===== src/rtl/bus_exerciser.sv =====
// 6502-style bus initiator: writes a seeded pattern over an address window,
// reads it back through a synchronous responder and reports the comparison result.
module bus_exerciser #(
    parameter int RD_LAT = 1,
    parameter int LED_W  = 6
) (
    input  logic             clk,
    input  logic             reset,
    input  logic             start,
    input  logic [15:0]      base,
    input  logic [15:0]      len,
    input  logic [7:0]       seed,
    output logic [15:0]      AB,
    output logic [7:0]       DO,
    output logic             WE,
    input  logic [7:0]       DI,
    input  logic             RDY,
    output logic             busy,
    output logic             done,
    output logic             pass,
    output logic [7:0]       err_count,
    output logic [15:0]      fail_addr,
    output logic [LED_W-1:0] led
);

    typedef enum logic [2:0] {
        IDLE,
        WRITE,
        RD_ADDR,
        RD_WAIT,
        RD_CHK,
        FIN
    } state_t;

    // With RD_LAT=0 the address cycle is itself the capture cycle, so reads start in RD_CHK.
    localparam state_t     READ_ENTRY = (RD_LAT == 0) ? RD_CHK : RD_ADDR;
    localparam state_t     AFTER_ADDR = (RD_LAT > 1) ? RD_WAIT : RD_CHK;
    localparam logic [1:0] WAIT_INIT  = (RD_LAT > 1) ? 2'(RD_LAT - 2) : 2'd0;

    state_t      state;
    logic [15:0] base_q;
    logic [15:0] len_q;
    logic [7:0]  seed_q;
    logic [15:0] cur_addr;
    logic [15:0] remain;
    logic [1:0]  wait_cnt;

    function automatic logic [7:0] pattern(input logic [15:0] a, input logic [7:0] s);
        return a[7:0] ^ a[15:8] ^ s;
    endfunction

    logic        mismatch;
    logic [7:0]  err_next;
    logic [15:0] next_addr;

    always_comb begin
        mismatch  = (DI != pattern(cur_addr, seed_q));
        err_next  = (mismatch && (err_count != 8'hFF)) ? err_count + 8'd1 : err_count;
        next_addr = cur_addr + 16'd1;
    end

    always_ff @(posedge clk or negedge reset) begin
        if (!reset) begin
            state     <= IDLE;
            base_q    <= '0;
            len_q     <= '0;
            seed_q    <= '0;
            cur_addr  <= '0;
            remain    <= '0;
            wait_cnt  <= '0;
            AB        <= '0;
            DO        <= '0;
            WE        <= 1'b0;
            busy      <= 1'b0;
            done      <= 1'b0;
            pass      <= 1'b0;
            err_count <= '0;
            fail_addr <= '0;
        end else begin
            done <= 1'b0;
            case (state)
                IDLE: begin
                    if (start) begin
                        base_q    <= base;
                        len_q     <= len;
                        seed_q    <= seed;
                        cur_addr  <= base;
                        remain    <= len;
                        err_count <= '0;
                        fail_addr <= '0;
                        if (len == 16'd0) begin
                            state <= FIN;
                            done  <= 1'b1;
                            busy  <= 1'b0;
                            pass  <= 1'b1;
                            AB    <= '0;
                            WE    <= 1'b0;
                        end else begin
                            state <= WRITE;
                            busy  <= 1'b1;
                            pass  <= 1'b0;
                            AB    <= base;
                            DO    <= pattern(base, seed);
                            WE    <= 1'b1;
                        end
                    end
                end
                WRITE: begin
                    if (RDY) begin
                        if (remain == 16'd1) begin
                            WE       <= 1'b0;
                            AB       <= base_q;
                            cur_addr <= base_q;
                            remain   <= len_q;
                            state    <= READ_ENTRY;
                        end else begin
                            AB       <= next_addr;
                            DO       <= pattern(next_addr, seed_q);
                            cur_addr <= next_addr;
                            remain   <= remain - 16'd1;
                        end
                    end
                end
                RD_ADDR: begin
                    if (RDY) begin
                        state    <= AFTER_ADDR;
                        wait_cnt <= WAIT_INIT;
                    end
                end
                RD_WAIT: begin
                    if (RDY) begin
                        if (wait_cnt == 2'd0) begin
                            state <= RD_CHK;
                        end else begin
                            wait_cnt <= wait_cnt - 2'd1;
                        end
                    end
                end
                RD_CHK: begin
                    if (RDY) begin
                        err_count <= err_next;
                        if (mismatch && (err_count == 8'd0)) begin
                            fail_addr <= cur_addr;
                        end
                        // The done pulse is raised on entry so FIN is exactly the done cycle.
                        if (remain == 16'd1) begin
                            state <= FIN;
                            done  <= 1'b1;
                            busy  <= 1'b0;
                            pass  <= (err_next == 8'd0);
                            AB    <= '0;
                            WE    <= 1'b0;
                        end else begin
                            AB       <= next_addr;
                            cur_addr <= next_addr;
                            remain   <= remain - 16'd1;
                            state    <= READ_ENTRY;
                        end
                    end
                end
                FIN: begin
                    state <= IDLE;
                end
                default: begin
                    state <= IDLE;
                end
            endcase
        end
    end

    // LED shows the result summary when idle, and write/read phase plus low address bits while running.
    always_comb begin
        if (busy) begin
            led = {1'b0, (state == WRITE), cur_addr[LED_W-3:0]};
        end else begin
            led = {pass, err_count[LED_W-2:0]};
        end
    end

endmodule


===== config.mk =====
export PLATFORM = sky130hd
export DESIGN_NAME = bus_exerciser
export DESIGN_NICKNAME = d
export VERILOG_FILES = /design/src/rtl/bus_exerciser.sv
export SDC_FILE = /design/constraint.sdc
export NUM_CORES = 1
export LEC_CHECK = 0
export BUFFER_PORTS_ARGS = -buffer_cell sky130_fd_sc_hd__buf_2
export CAP_MARGIN = 20
export CORE_MARGIN = 3
export CORE_UTILIZATION = 52
export DETAILED_ROUTE_END_ITERATION = 8
export HOLD_SLACK_MARGIN = 0.12
export PLACE_DENSITY = 0.76
export SYNTH_ARGS = -nofsm -noshare
export SYNTH_HDL_FRONTEND = slang
export SYNTH_SLANG_ARGS = --single-unit
export TNS_END_PERCENT = 50

===== constraint.sdc =====
create_clock -name clk -period 2.2 [get_ports clk]
set_input_delay 0.44 -clock clk [delete_from_list [all_inputs] [get_ports clk]]
set_output_delay 0.44 -clock clk [all_outputs]
set_load 0.01 [all_outputs]

==> reports/metrics.csv <==
metric;value;unit
count of cell types in the netlist;65;
vias;7323;
Final Routed Wirelength;24.5;mm
Max transition margin;51.0;%
reg-to-reg setup timing slack;-0.16;ns
fin nets;1042;
Synth async-reset ratio;100;%
final worst slack;-0.157;ns
Most used DFF post-synth;dfrtp_1;
TritonCTS Buffers;17;
area grow syn2layout;35.4;%
synth top area cells;dfrtp_1 43%, mux2_2 7.8%, xnor2_1 6.1%;
PD cells;1390;nW/um^2
metal2 WL;10.9;mm
Final Hold Vio Count;0;
Final TNS setup;-1.95;ns
clock root buffer master;clkbuf_16;
total grt overflow;0;
Post-synth top cells;129 x dfrtp_1, 78 x nand2_1, 57 x nor2_1;
initial antenna violation count;0;
Max Cap Viol;0;
net count of the mapped netlist;832;
Min-Delay Path Depth;2;
Slew @ Worst Pin;0.734;ns
CTS sink cnt;129;
critical path arrival;2.65;ns
Post-DP HPWL;16.2;mm
fin crit period;2.36;ns
Synth Area in XOR/XNOR;9.00;%
setup violators final;34;
die area;15900;sq um
largest family of logic cells by synthesized area;compound AO/OA/AOI/OAI gates;
kind of critical path;reg -> reg;
mux share of post-synthesis cell area;10.4;%
Crit. End Element;flop;
power share of the sequential group;30.1;%
post-synth top area cell;dfrtp_1;
fin. max-slew vios;0;
synthesized-area fraction occupied by adder cells;1.00;%
critical path fanouts, max;5;
H-tree depth;4;
Combinational Power Share;46.3;%
starting density of the core;53.6;%
crit share post-route;107;%
Die Wd;126;um
vias in the first global route;6864;
DRC Markers;15;
IO Count;110;
final clock skew;0.0115;ns
Initial DRC Count;1061;
crit path launch type;flop;
dpl ws;-0.171;ns
Int Power;8.83;mW
Max Clk Rate;424;MHz
wl on met1;9.89;mm
Top Layer Used;met4;
Reg-to-Reg Start;remain[9]$_DFFE_PN0P_;
Reg-to-Reg End;AB[5]$_DFFE_PN0P_;
routed vias/inst;6.22;
Synth Cell Area;7500;sq um
VDD IR-drop max;738;uV
final core occ;72.6;%
Synth Warn #;0;
ANT cells;0;
gr usage total;29.4;%
drt first pass iters;9;
DIE HEIGHT;126;um
Sw Share;37.3;%
Synth Area in Compound Gates;17.5;%
synthesis-stage register bit count;129;
Synth top area share;43.1;%
GPL Wtd Cong;0.913;
RSZ-0062 raised after global routing;yes;
Clk pwr share;23.7;%
Synth Area per Inst;9.69;sq um
Worst-Skew Late Latency;0.44;ns
Worst-path clk slew;0.06;ns
IO buf count;109;
Cells after Synth;774;
P_leak;4.56;nW
met3 routed WL;2.63;mm
EDFF count, synth;0;
Worst EP required;2.49;ns
Hold Crit Start;seed[1];
Rows;43;
CTS tree;yes;
Net Switching;5.25;mW
clk buf depth;2;
share of cells above drive strength 1;39.9;%
HP Class;in -> reg;
WHS Endpoint;seed_q[1]$_DFFE_PN0P_;
Core Region;14000;sq um
R2R depth;6;
sequential-to-total area share from yosys stat;43.1;%
post-DR wirelength/cell;20.8;um
DRT antenna net count;0;
failing checks;design-rule violations, negative setup slack;
largest net degree at the start of global routing;78;
first-pass GRT wire length;36.8;mm
Post-Synth Simple-Gate Area;14.6;%
status;finished, violations left;
most numerous cell in the Yosys netlist;dfrtp_1;
placed cells by master (no fill, tap or decap), drive strengths merged, types with 7 or more instances in the layout:
| cell | count |
|---|---|
| a21o | 7 |
| a21oi | 34 |
| a221oi | 24 |
| a222oi | 9 |
| a22o | 9 |
| a31oi | 15 |
| buf | 242 |
| clkbuf | 20 |
| dfrtp | 129 |
| inv | 29 |
| mux2 | 62 |
| mux2i | 8 |
| nand2 | 78 |
| nand3 | 15 |
| nor2 | 57 |
| nor3 | 20 |
| nor4 | 14 |
| o21ai | 67 |
| xnor2 | 52 |
| xor2 | 12 |
kinds of logic (layout without fill, tap and decap cells):
family / after synthesis / in the layout
xor+xnor: 69 / 69
fa+ha+maj: 6 / 6
flops: 129 / 129
mux: 70 / 70
simple gates: 225 / 225
buf+inv: 80 / 303
compound gates: 195 / 195
registers in the layout, indices dropped and copies added, names as in the netlist:
signal,flops
seed_q,8
WE,1
AB,16
busy,1
fail_addr,16
state,3
base_q,16
remain,16
pass,1
done,1
len_q,16
cur_addr,16
DO,8
wait_cnt,2
err_count,8
area by class of cell:
cell class / instances / area, sq um
Tap cell: 180 / 225
Inverter: 28 / 105
Multi-Input combinational cell: 565 / 4240
Sequential cell: 129 / 3230
Timing Repair Buffer: 243 / 1670
Fill cell: 952 / 3830
Clock buffer: 20 / 457
Clock inverter: 12 / 229
worst max-delay path by stage:
| stage | startpoint | endpoint | cells after the start | slack [ns] |
|---|---|---|---|---|
| 2_1_floorplan | err_count[3]$_DFFE_PN0P_ | fail_addr[15]$_DFFE_PN0P_ | 7 | 0.01 |
| 3_3_place_gp | state[0]$_DFFE_PN0P_ | AB[7]$_DFFE_PN0P_ | 6 | -0.19 |
| 3_5_place_dp | remain[1]$_DFFE_PN0P_ | AB[8]$_DFFE_PN0P_ | 8 | -0.17 |
| 4_1_cts | remain[7]$_DFFE_PN0P_ | AB[7]$_DFFE_PN0P_ | 6 | -0.03 |
| 5_1_grt | remain[14]$_DFFE_PN0P_ | AB[7]$_DFFE_PN0P_ | 7 | -0.20 |
| 6_report | remain[9]$_DFFE_PN0P_ | AB[5]$_DFFE_PN0P_ | 6 | -0.16 |
metal layers:
metal  up-vias  track usage (%)
met5         -                0
met4         0             12.3
met3        92             7.51
met2       496             43.5
met1      3503             41.2
li1       3232                -
stage by stage:
stage | cells | area (sq um) | hold slack [ns] | total power, mW
6_report | 1177 | 10200 | 0.267 | 14.1
5_1_grt | 1177 | 10200 | 0.259 | 14.8
4_1_cts | 1167 | 9810 | 0.262 | 13.4
3_5_place_dp | 1132 | 9030 | 0.283 | 9.94
3_3_place_gp | 1132 | 9030 | 0.282 | 9.74
2_1_floorplan | 774 | 7500 | 0.144 | 7.63
power groups by stage:
stage               clock network [mW]  logic, mW  registers [mW]
floorplan                            0       3.53            4.10
global placement                     0       5.61            4.13
detailed placement                   0       5.77            4.17
CTS                               3.34       5.93            4.17
global route                      3.45       6.98            4.34
finish                            3.34       6.52            4.24
repair_timing:
item                       4_1_cts  5_1_grt
setup endpoints to repair       58       61
hold buffers                     1        0
cloned                           0        1
hold endpoints to repair        27        0
buffers inserted                 2       10
resized for setup               12       73
pin swaps                        3       26
critical path, stage by stage (launching register included):
cell and delay, ns:
dfrtp_1 0.42, nor4_4 0.37, nand3b_1 0.24, or2_4 0.35, mux2_1 0.35, a222oi_1 0.32
a21oi_1 0.15
No activity file was read; power rests on OpenSTA's default activity.
